[src/rtl/spi_pkg.sv]
// Shared SPI definitions for the target interface and the matching initiator.
// Contents: SPI mode constants (mode 0, MSB first) and the target FSM state type.
package spi_pkg;

   // Bus mode shared with the initiator: SCLK idles low, sample on rise, shift on fall.
   localparam bit SPI_CPOL      = 1'b0;
   localparam bit SPI_CPHA      = 1'b0;
   localparam bit SPI_MSB_FIRST = 1'b1;

   typedef enum logic [1:0] {
      WAIT_IDLE,
      IDLE,
      ACTIVE
   } spi_tgt_state_e;

endpackage

[src/rtl/spi_sync_edge.sv]
// Multi-flop synchronizer for one asynchronous SPI pin, with single-cycle edge pulses.
// Ports:
//   clk, rst      system clock, asynchronous active-low reset
//   din           raw asynchronous input
//   level         synchronized level (SYNC_STG flops after din)
//   rise, fall    one-clk pulses on a synchronized 0->1 / 1->0 transition
module spi_sync_edge #(
   parameter int unsigned SYNC_STG = 2
) (
   input  logic clk,
   input  logic rst,
   input  logic din,
   output logic level,
   output logic rise,
   output logic fall
);

   logic [SYNC_STG-1:0] sync;
   logic                prev;

   // Chain resets to 0 on every pin. For CS_N this means the target must actually
   // observe CS_N high after reset before it will accept a frame.
   always_ff @(posedge clk or negedge rst) begin
      if (!rst) begin
         sync <= '0;
         prev <= 1'b0;
      end else begin
         sync <= {sync[SYNC_STG-2:0], din};
         prev <= sync[SYNC_STG-1];
      end
   end

   assign level = sync[SYNC_STG-1];
   assign rise  = level & ~prev;
   assign fall  = ~level & prev;

endmodule

[src/rtl/spi_target_if.sv]
// SPI target (responder), mode 0, MSB first, oversampled on the system clock.
// Ports:
//   clk, rst                 system clock (>= 8x SCLK), asynchronous active-low reset
//   spi_sclk/cs_n/mosi       raw SPI inputs from the initiator
//   spi_miso, spi_miso_oe    serial data out and its pad output enable
//   tx_data/valid/ready      one-word transmit holding register, valid/ready handshake
//   rx_data, rx_valid        last received word and its one-cycle update pulse
//   busy                     frame in progress
//   frame_err                pulse: CS_N released with a partial word
//   tx_underrun              pulse: IDLE_WORD loaded because holding register was empty
module spi_target_if
   import spi_pkg::*;
#(
   parameter int unsigned       DATA_W    = 8,
   parameter logic [DATA_W-1:0] IDLE_WORD = 'hFF,
   parameter int unsigned       SYNC_STG  = 2
) (
   input  logic              clk,
   input  logic              rst,
   input  logic              spi_sclk,
   input  logic              spi_cs_n,
   input  logic              spi_mosi,
   output logic              spi_miso,
   output logic              spi_miso_oe,
   input  logic [DATA_W-1:0] tx_data,
   input  logic              tx_valid,
   output logic              tx_ready,
   output logic [DATA_W-1:0] rx_data,
   output logic              rx_valid,
   output logic              busy,
   output logic              frame_err,
   output logic              tx_underrun
);

   localparam int unsigned       CNT_W    = $clog2(DATA_W);
   localparam logic [CNT_W-1:0]  CNT_LAST = CNT_W'(DATA_W - 1);

   logic sclk_rise, sclk_fall, unused_sclk_lvl;
   logic cs_lvl, cs_rise, cs_fall;
   logic mosi_lvl, unused_mosi_rise, unused_mosi_fall;

   spi_sync_edge #(.SYNC_STG(SYNC_STG)) u_sync_sclk (
      .clk  (clk),
      .rst  (rst),
      .din  (spi_sclk),
      .level(unused_sclk_lvl),
      .rise (sclk_rise),
      .fall (sclk_fall)
   );

   spi_sync_edge #(.SYNC_STG(SYNC_STG)) u_sync_cs (
      .clk  (clk),
      .rst  (rst),
      .din  (spi_cs_n),
      .level(cs_lvl),
      .rise (cs_rise),
      .fall (cs_fall)
   );

   spi_sync_edge #(.SYNC_STG(SYNC_STG)) u_sync_mosi (
      .clk  (clk),
      .rst  (rst),
      .din  (spi_mosi),
      .level(mosi_lvl),
      .rise (unused_mosi_rise),
      .fall (unused_mosi_fall)
   );

   spi_tgt_state_e    state;
   logic [CNT_W-1:0]  bit_cnt;
   logic [DATA_W-2:0] shift_rx;   // MSB never needed: completed word is {shift_rx, mosi}
   logic [DATA_W-1:0] shift_tx;
   logic [DATA_W-1:0] hold_data;
   logic              hold_full;
   logic              rx_pend;
   logic              tx_load;
   logic              tx_shift;

   assign tx_ready = ~hold_full;

   // cs_rise takes priority over any SCLK edge in the same cycle.
   always_comb begin
      tx_load  = 1'b0;
      tx_shift = 1'b0;
      case (state)
         IDLE: begin
            tx_load = cs_fall;
         end
         ACTIVE: begin
            tx_load  = !cs_rise && sclk_fall && (bit_cnt == '0);
            tx_shift = !cs_rise && sclk_fall && (bit_cnt != '0);
         end
         default: begin
            tx_load  = 1'b0;
            tx_shift = 1'b0;
         end
      endcase
   end

   always_ff @(posedge clk or negedge rst) begin
      if (!rst) begin
         state       <= WAIT_IDLE;
         bit_cnt     <= '0;
         shift_rx    <= '0;
         shift_tx    <= '0;
         hold_data   <= '0;
         hold_full   <= 1'b0;
         rx_data     <= '0;
         rx_pend     <= 1'b0;
         rx_valid    <= 1'b0;
         busy        <= 1'b0;
         spi_miso    <= 1'b0;
         spi_miso_oe <= 1'b0;
         frame_err   <= 1'b0;
         tx_underrun <= 1'b0;
      end else begin
         rx_valid    <= rx_pend;
         rx_pend     <= 1'b0;
         frame_err   <= 1'b0;
         tx_underrun <= 1'b0;
         // MISO trails shift_tx by one cycle so it is a clean register output.
         spi_miso    <= (state == ACTIVE) ? shift_tx[DATA_W-1] : 1'b0;

         case (state)
            WAIT_IDLE: begin
               if (cs_lvl) state <= IDLE;
            end
            IDLE: begin
               if (cs_fall) begin
                  state       <= ACTIVE;
                  busy        <= 1'b1;
                  spi_miso_oe <= 1'b1;
                  bit_cnt     <= '0;
               end
            end
            ACTIVE: begin
               if (cs_rise) begin
                  state       <= IDLE;
                  busy        <= 1'b0;
                  spi_miso_oe <= 1'b0;
                  bit_cnt     <= '0;
                  if (bit_cnt != '0) frame_err <= 1'b1;
               end else if (sclk_rise) begin
                  shift_rx <= {shift_rx[DATA_W-3:0], mosi_lvl};
                  if (bit_cnt == CNT_LAST) begin
                     bit_cnt <= '0;
                     rx_data <= {shift_rx, mosi_lvl};
                     rx_pend <= 1'b1;
                  end else begin
                     bit_cnt <= bit_cnt + 1'b1;
                  end
               end
            end
            default: state <= WAIT_IDLE;
         endcase

         // Holding register and transmit shifter. A load with an empty holding
         // register takes tx_data directly when it is valid that same cycle.
         if (tx_load) begin
            if (hold_full) begin
               shift_tx  <= hold_data;
               hold_full <= 1'b0;
            end else if (tx_valid) begin
               shift_tx <= tx_data;
            end else begin
               shift_tx    <= IDLE_WORD;
               tx_underrun <= 1'b1;
            end
         end else begin
            if (tx_valid && !hold_full) begin
               hold_data <= tx_data;
               hold_full <= 1'b1;
            end
            if (tx_shift) shift_tx <= {shift_tx[DATA_W-2:0], 1'b0};
         end
      end
   end

endmodule

[config.mk]
export PLATFORM = sky130hd
export DESIGN_NAME = spi_target_if
export DESIGN_NICKNAME = d
export VERILOG_FILES = /design/src/rtl/spi_pkg.sv /design/src/rtl/spi_sync_edge.sv /design/src/rtl/spi_target_if.sv
export SDC_FILE = /design/constraint.sdc
export NUM_CORES = 1
export LEC_CHECK = 0
export BUFFER_PORTS_ARGS = -buffer_cell sky130_fd_sc_hd__buf_2
export CAP_MARGIN = 10
export CORE_MARGIN = 4
export CORE_UTILIZATION = 40
export CTS_BUF_LIST = sky130_fd_sc_hd__clkbuf_8
export DETAILED_ROUTE_END_ITERATION = 7
export PLACE_DENSITY_LB_ADDON = 0.05
export SYNTH_ARGS = -nofsm -noshare
export SYNTH_HDL_FRONTEND = slang
export SYNTH_HIERARCHICAL = 1
export SYNTH_SLANG_ARGS = --single-unit
export TNS_END_PERCENT = 10
[constraint.sdc]
create_clock -name clk -period 2.3 [get_ports clk]
set_clock_uncertainty 0.05 [all_clocks]
set_input_delay 0.46 -clock clk [delete_from_list [all_inputs] [get_ports clk]]
set_output_delay 0.46 -clock clk [all_outputs]
set_load 0.03 [all_outputs]
==> metrics.csv, run 1 <==
metric;value;unit
n_antenna_cell;0;
first_global_vias;1364;
syn-cell-area;2170;µm²
fmax;0.493;GHz
crit_type;reg2reg;
post_cts_resized;0;
status;finished, final reports clean;
dr.first_iter.drc_count;29;
pwr-share-seq;48.8;%
nets;212;
drc;0;
io_pins;29;
fin_hold_ws;120;ps
cts_setup_buffers;0;
wl;3620;µm
clockRootBuffer;clkbuf_8;
rrSetupSlack;270;ps
period_needed;2030;ps
antenna_found_initial;0;
dp_hpwl;2670;µm
synth_warnings;6;
numCtsBuffers;5;
peakVddDrop;0.466;mV
pwr-share-clk;24.0;%
final_cell_mix;dfrtp_1 (51), buf_2 (28), mux2_2 (24);
tightest_slew;616;ps
cp-start-kind;register;
layout_commonest_cell;dfrtp_1;
synthCells;156;
cts_tree;done;
fin_cells;261;
cp.required;2440;ps
worstPathArrival;2170;ps
finalSetupViolCount;0;
cts_max_level;2;
gp_congestion;0.804;
antenna_left;0;
drive_above_1_share;36.6;%
vias;1307;
dieArea;6670;µm²
clk_pin_slew_worst_paths;90;ps
clockBufferDepth;2;
rsz0062_at_grt;false;
leakage;1.26;nW
pwr-share-comb;27.2;%
grt_max_degree;29;
nFillCells;481;
synth_nets;177;
drtPass1Iterations;4;
hold_buffers;0;
syn_to_final_growth;15.4;%
finalHoldViolCount;0;
p_int;1.73;mW
initial_core_util;41.9;%
drv_cap;0;
cts.sinks;51;
grt_pass1_wl;6160;µm
fin_tns_setup;0;ps
swShare;30.4;%
slew-limit-headroom;58.9;%
fp.dieW;81.6;µm
grt_usage;12.2;%
powerDensity;991;nW/µm²
die_y;81.6;µm
post_drt_wl_per_cell;13.9;µm
p_sw;0.753;mW
gr-total-overflow;0;
endpoint_kind;register;
core_area;5170;µm²
insertion_delay;290;ps
cp_max_fo;8;
post-route-period-util;88.2;%
row_count;26;
hold_class;in2async;
port_buffers;28;
synth_area_per_cell;13.9;µm²
slew_violations;0;
via_per_inst;5.01;
dp_cells;254;
## worst max-delay path: stages, from the launching register on
cell	delay, ps
dfrtp_1	410
inv_1	110
ha_1	250
nor2b_4	280
a32oi_4	180
o21bai_4	280
mux2_2	380
## per-layer routing
metal	GRT usage, %	share of wire (%)	up-vias
met5	0	0	-
li1	-	-	614
met4	3.99	1.3	0
met2	21.9	53	29
met3	3.29	4.2	6
met1	14.1	42	658
## state kept, by name (all words and copies together), names as in the netlist
name,count
bit_cnt,3
busy,1
frame_err,1
hold_data,8
hold_full,1
rx_data,8
rx_pend,1
rx_valid,1
shift_rx,7
shift_tx,8
spi_miso,1
state,2
tx_underrun,1
u_sync_cs/prev,1
u_sync_cs/sync,2
u_sync_mosi/sync,2
u_sync_sclk/prev,1
u_sync_sclk/sync,2
## through the flow
step | utilization, % | total power, mW | area, µm² | worst slack, ps
global placement | 46.3 | 1.88 | 2400 | 344
detailed placement | 46.3 | 1.92 | 2400 | 265
floorplan | - | 1.75 | 2170 | 464
CTS | 48.4 | 2.53 | 2500 | 258
finish | 48.4 | 2.48 | 2500 | 271
global route | 48.4 | 2.65 | 2500 | 139
## layout make-up
class	instances	area [µm²]	area share (%)
Inverter	9	33.8	1.35
Sequential cell	51	1280	51.0
Clock buffer	5	68.8	2.75
Multi-Input combinational cell	93	837	33.4
Tap cell	70	87.6	3.50
Clock inverter	2	37.5	1.50
Timing Repair Buffer	31	163	6.50
## power by group through the flow
stage | registers, mW | logic, mW | clock network [mW]
after floorplan | 1.21 | 0.541 | 0
after global routing | 1.23 | 0.760 | 0.657
final | 1.21 | 0.675 | 0.595
after CTS | 1.21 | 0.689 | 0.624
after detailed placement | 1.23 | 0.687 | 0
after global placement | 1.22 | 0.663 | 0
## final timing paths
kind	startpoint	endpoint	cells after the start
setup / recovery	state[0]$_DFFE_PN0P_	hold_data[5]$_DFFE_PN0P_	6
setup reg to reg	state[0]$_DFFE_PN0P_	hold_data[5]$_DFFE_PN0P_	6
max in group asynchronous	rst	u_sync_sclk/sync[0]$_DFF_PN0_	2
min in group clk	spi_mosi	u_sync_mosi/sync[0]$_DFF_PN0_	1
hold / removal	rst	bit_cnt[2]$_DFFE_PN0P_	1
hold reg to reg	u_sync_cs/sync[0]$_DFF_PN0_	u_sync_cs/sync[1]$_DFF_PN0_	0
Note: power is estimated with default switching activity, not from simulation.
==> run 2, diff against run 1 <==
==> constraint.sdc (replaced) <==
create_clock -name clk -period 2.1 [get_ports clk]
set_clock_uncertainty 0.05 [all_clocks]
set_input_delay 0.42 -clock clk [delete_from_list [all_inputs] [get_ports clk]]
set_output_delay 0.42 -clock clk [all_outputs]
set_load 0.03 [all_outputs]
==> run 2 against run 1 <==
  * Clock power is 18% higher
  * Clock-buffer cell count unchanged
  * Final area is 1.1% higher
  * Fmax is 5.0% higher
  * Non-clock buffer count increased by 1
  * Final cell count increased by 0.77%
  * Critical path type unchanged
==> metrics.csv, run 2 (same netlist as run 1, synthesis figures left out) <==
metric;value;unit;change
drtPass1Iterations;4;;unchanged
hold_buffers;0;;unchanged
timing.rr.end;hold_data[1]$_DFFE_PN0P_;;
timing.rr.start;state[0]$_DFFE_PN0P_;;
peakVddDrop;0.503;mV;+8.0%
syn_to_final_growth;16.7;%;
finalSetupViolCount;0;;unchanged
numCtsBuffers;5;;unchanged
via_per_inst;4.84;;-3.4%
critical_path.endpoint;hold_data[1]$_DFFE_PN0P_;;
crit_type;reg2reg;;
path_cells;inv_1 -> ha_1 -> nor2b_4 -> a32oi_4 -> o21bai_4 -> mux2_2;;
leakage;1.28;nW;+1.2%
post-route-period-util;92.0;%;+3.8 points
rsz0062_at_grt;false;;
io_pins;29;;unchanged
nets;213;;+0.47%
drv_cap;0;;unchanged
cp.depth;6;;unchanged
powerDensity;1100;nW/µm²;+11%
finalPower;2.79;mW;+12%
rrSetupSlack;170;ps;-100 ps
dp_hpwl;2670;µm;+0.16%
core_area;5170;µm²;unchanged
clockRootBuffer;clkbuf_8;;
vias;1272;;-2.7%
wl;3700;µm;+2.2%
cts_tree;done;;
cts_setup_buffers;0;;unchanged
cp.required;2250;ps;-190 ps
critPathLaunch;state[0]$_DFFE_PN0P_;;
nFillCells;480;;-0.21%
crit_buf_inv;1;;unchanged
initial_core_util;41.9;%;unchanged
gp_congestion;0.762;;-5.3%
place_ws;163;ps;-102 ps
worstPathArrival;2080;ps;-90 ps
clockBufferDepth;2;;unchanged
n_antenna_cell;0;;unchanged
post_drt_wl_per_cell;14.0;µm;+1.4%
finalHoldViolCount;0;;unchanged
status;finished, final reports clean;;
drive_above_1_share;37.3;%;+0.66 points
dieArea;6670;µm²;unchanged
reg2reg_depth;6;;unchanged
grt_max_degree;32;;+10%
grt_usage;13.0;%;+0.76 points
port_buffers;28;;unchanged
dr.first_iter.drc_count;26;;-10%
cts.sinks;51;;unchanged
cts_max_level;2;;unchanged
clk_pin_slew_worst_paths;100;ps;about the same
antenna_left;0;;unchanged
fin_tns_setup;0;ps;unchanged
period_needed;1930;ps;-96.3 ps
worst_slack;167;ps;-104 ps
cpMaxStageDelayCell;dfrtp_1;;
antenna_found_initial;0;;unchanged
cp-start-kind;register;;
post_cts_resized;0;;unchanged
cp_max_fo;8;;unchanged
first_global_vias;1366;;+0.15%
cpLargestDelayFamily;compound AO/OA/AOI/OAI gates;;
slew_violations;0;;unchanged
grt_pass1_wl;6470;µm;+4.9%
slew-limit-headroom;66.4;%;+7.5 points
die_y;81.6;µm;unchanged
hold_class;in2async;;
gr-total-overflow;0;;unchanged
row_count;26;;unchanged
tightest_slew;504;ps;-112 ps
insertion_delay;310;ps;+20 ps
cpPeakStageDelay;410;ps;about the same
layout_commonest_cell;dfrtp_1;;
reg_top3;hold_data (8), rx_data (8), shift_tx (8);;
fp.dieW;81.6;µm;unchanged
drc;0;;unchanged
fmax;0.517;GHz;+5.0%
final_cell_mix;dfrtp_1 (51), buf_2 (28), mux2_2 (24);;
endpoint_kind;register;;
==> run 2: worst min-delay path by stage <==
stage | start | end | slack, ps
after floorplan | rst | bit_cnt[0]$_DFFE_PN0P_ | 70
after global placement | rx_pend$_DFF_PN0_ | rx_valid$_DFF_PN0_ | 280
after detailed placement | u_sync_mosi/sync[0]$_DFF_PN0_ | u_sync_mosi/sync[1]$_DFF_PN0_ | 290
after CTS | rst | shift_tx[3]$_DFFE_PN0P_ | 20
after global routing | rst | hold_data[7]$_DFFE_PN0P_ | 30
final | rst | u_sync_cs/sync[0]$_DFF_PN0_ | 20
==> run 2: worst reg2reg max path: cells and delay by family, from the launching register on <==
kind            cells  cell delay [ps]
buf+inv             1              110
simple gates        1              240
compound gates      2              460
flops               1              410
mux                 1              380
fa+ha+maj           1              180
==> run 2: routing by layer <==
metal / vias up / GRT usage (%) / routed length [µm]
met3: 5 / 4.61 / 151
li1: 618 / - / -
met2: 20 / 21.1 / 1750
met1: 629 / 16.3 / 1760
met4: 0 / 3.99 / 36
met5: - / 0 / 0
==> run 2: per-stage QoR <==
stage / instances / area [µm²] / utilization [%] / hold WS (ps)
3_5_place_dp: 255 / 2420 / 46.7 / 289
3_3_place_gp: 255 / 2420 / 46.7 / 284
4_1_cts: 263 / 2530 / 49.0 / 21.3
2_1_floorplan: 156 / 2170 / - / 74.4
5_1_grt: 263 / 2530 / 49.0 / 34.3
6_report: 263 / 2530 / 49.0 / 16.0
==> run 2: power by group <==
part	leakage, nW	internal [mW]	switching [mW]
Combinational	0.578	0.358	0.406
Clock	0.0548	0.359	0.341
Sequential	0.644	1.20	0.122
Total	1.28	1.92	0.869
==> run 2: layout make-up <==
| cell class | instances | area [µm²] | area share [%] |
|---|---|---|---|
| flip-flops and latches | 51 | 1280 | 50.4 |
| multi-input cells | 93 | 837 | 33.1 |
| repair buffers | 32 | 183 | 7.21 |
| well taps | 70 | 87.6 | 3.46 |
| clock buffers | 5 | 68.8 | 2.72 |
| clock inverters | 3 | 46.3 | 1.83 |
| inverters | 9 | 33.8 | 1.33 |
==> run 3, diff against run 2 <==
--- a/config.mk
+++ b/config.mk
@@ -5,6 +5,7 @@
 export SDC_FILE = /design/constraint.sdc
 export NUM_CORES = 1
 export LEC_CHECK = 0
+export ABC_AREA = 1
 export BUFFER_PORTS_ARGS = -buffer_cell sky130_fd_sc_hd__buf_2
 export CAP_MARGIN = 10
 export CORE_MARGIN = 4
==> run 3 against run 2 <==
  * Flip-flop and latch count is the same
  * Register-to-register slack gained 120 ps
  * Largest power group unchanged
  * Core utilization shrank 1.2 points
  * Sequential share of layout area shrank 2.2 points
  * Worst hold slack gained 150 ps
  * Fmax grew 6.5%
  * Combinational power grew 30%
  * Largest cell class unchanged
  * Critical path type unchanged
  * Non-clock buffer count grew 4
  * Die area grew 5.5%
  * Final cell count grew 32%
  * Power grew 7.4%
  * Sequential power grew 3%
==> metrics.csv, run 3 <==
metric;value;unit;change
port_buffers;28;;unchanged
drive_above_1_share;21.7;%;-16 points
cp_max_fo;16;;+8
syn_to_final_growth;14.9;%;
finalSetupViolCount;0;;unchanged
cpMaxStageDelayCell;dfrtp_1;;
cpPeakStageDelay;410;ps;about the same
row_count;27;;+3.8%
antenna_left;0;;unchanged
finalHoldViolCount;0;;unchanged
grt_pass1_wl;7410;µm;+15%
antenna_found_initial;0;;unchanged
layout_commonest_cell;nand2_1;;
powerDensity;1130;nW/µm²;+2.8%
post_drt_wl_per_cell;12.3;µm;-12%
period_needed;1820;ps;-117 ps
io_pins;29;;unchanged
die_y;83.9;µm;+2.7%
grt_usage;13.2;%;+0.25 points
reg_top3;hold_data (8), rx_data (8), shift_tx (8);;
n_antenna_cell;0;;unchanged
worstPathArrival;2010;ps;-70 ps
tightest_slew;430;ps;-73.5 ps
synth_warnings;6;;unchanged
drtPass1Iterations;4;;unchanged
cts.sinks;51;;unchanged
cts_tree;done;;
pwr-share-seq;45.3;%;-2.2 points
synthCells;241;;+54%
rsz0062_at_grt;false;;
dr.first_iter.drc_count;79;;+200%
insertion_delay;300;ps;about the same
via_per_inst;4.70;;-2.9%
place_area;2530;µm²;+4.8%
slew_violations;0;;unchanged
path_cells;inv_1 -> ha_1 -> inv_2 -> nor2_8 -> inv_4 -> nor2_8 -> nand2_4 -> inv_1 -> nand2_1 -> nand2_1;;
postLayoutCellArea;2650;µm²;+4.5%
crit_buf_inv;4;;+3
swShare;36.0;%;+4.8 points
post-route-period-util;86.4;%;-5.6 points
first_global_vias;1517;;+11%
clockBufferDepth;2;;unchanged
initial_core_util;41.6;%;-0.39 points
slew-limit-headroom;71.3;%;+4.9 points
synth_nets;262;;+48%
hold_class;in2reg;;
nets;297;;+39%
dp_hpwl;3150;µm;+18%
drc;0;;unchanged
clockRootBuffer;clkbuf_8;;
cpLargestDelayFamily;simple AND/OR/NAND/NOR gates;;
fmax;0.551;GHz;+6.5%
final_cell_mix;nand2_1 (65), dfrtp_1 (51), buf_2 (28);;
fp.dieW;83.9;µm;+2.7%
crit_type;reg2reg;;
peakVddDrop;0.481;mV;-4.3%
pwr-share-comb;33.1;%;+5.7 points
grt_max_degree;30;;-6.3%
p_sw;1.08;mW;+24%
clk_pin_slew_worst_paths;90;ps;about the same
cp-start-kind;register;;
p_int;1.92;mW;about the same
wl;4280;µm;+16%
syn-cell-area;2300;µm²;+6.1%
numCtsBuffers;5;;unchanged
cts_max_level;2;;unchanged
gp_congestion;0.752;;-1.2%
vias;1634;;+28%
core_area;5540;µm²;+7.1%
synth_area_per_cell;9.55;µm²;-31%
gr-total-overflow;0;;unchanged
endpoint_kind;register;;
cp.required;2290;ps;+40 ps
fin_tns_setup;0;ps;unchanged
drv_cap;0;;unchanged
pwr-share-clk;21.6;%;-3.5 points
leakage;1.42;nW;+11%
status;finished, final reports clean;;
dieArea;7030;µm²;+5.5%
==> run 3: routing by layer <==
metal / vias up / part of all wire (%) / global-route usage [%]
met4: 0 / 1.7 / 5.70
met5: - / 0 / 0
li1: 858 / - / -
met1: 746 / 52 / 19.0
met2: 25 / 42 / 18.8
met3: 5 / 3.9 / 3.36
==> run 3: per-stage QoR <==
step	hold slack, ps	util [%]	instances	setup WS, ps	power, mW
CTS	156	47.8	348	274	3.04
floorplan	74.4	-	241	497	2.10
detailed placement	288	45.7	340	311	2.38
global placement	285	45.7	340	349	2.38
global route	147	47.8	348	82.0	3.25
finish	166	47.8	348	285	2.99
==> run 3: worst paths after layout <==
check                                               to  cells past startpoint  slack [ps]                        start
setup / recovery                rx_data[7]$_DFFE_PN0P_                     10         280         state[0]$_DFFE_PN0P_
hold / removal             u_sync_cs/sync[0]$_DFF_PN0_                      1         170                     spi_cs_n
setup reg to reg                rx_data[7]$_DFFE_PN0P_                     10         280         state[0]$_DFFE_PN0P_
hold reg to reg            u_sync_cs/sync[1]$_DFF_PN0_                      0         310  u_sync_cs/sync[0]$_DFF_PN0_
max in group asynchronous      shift_tx[0]$_DFFE_PN0P_                      3         970                          rst
min in group asynchronous       rx_data[1]$_DFFE_PN0P_                      2         530                          rst
==> run 3: repair_timing <==
item	in CTS	in global routing
hold endpoints to repair	16	0
gates resized for setup	0	0
setup buffers	0	0
hold buffers	1	0
==> run 3: area by class of cell <==
class                           instances  area (µm²)
Tap cell                               72        90.1
Multi-Input combinational cell        156         862
Sequential cell                        51        1280
Fill cell                             544        2890
Clock inverter                          2        33.8
Timing Repair Buffer                   36         215
Clock buffer                            5        68.8
Inverter                               26         100
==> run 3: power by group through the flow <==
stage	logic [mW]	registers, mW	clock network (mW)
detailed placement	1.01	1.38	0
global route	1.15	1.39	0.713
floorplan	0.732	1.37	0
finish	0.990	1.36	0.648
CTS	1.01	1.36	0.674
global placement	1.00	1.38	0
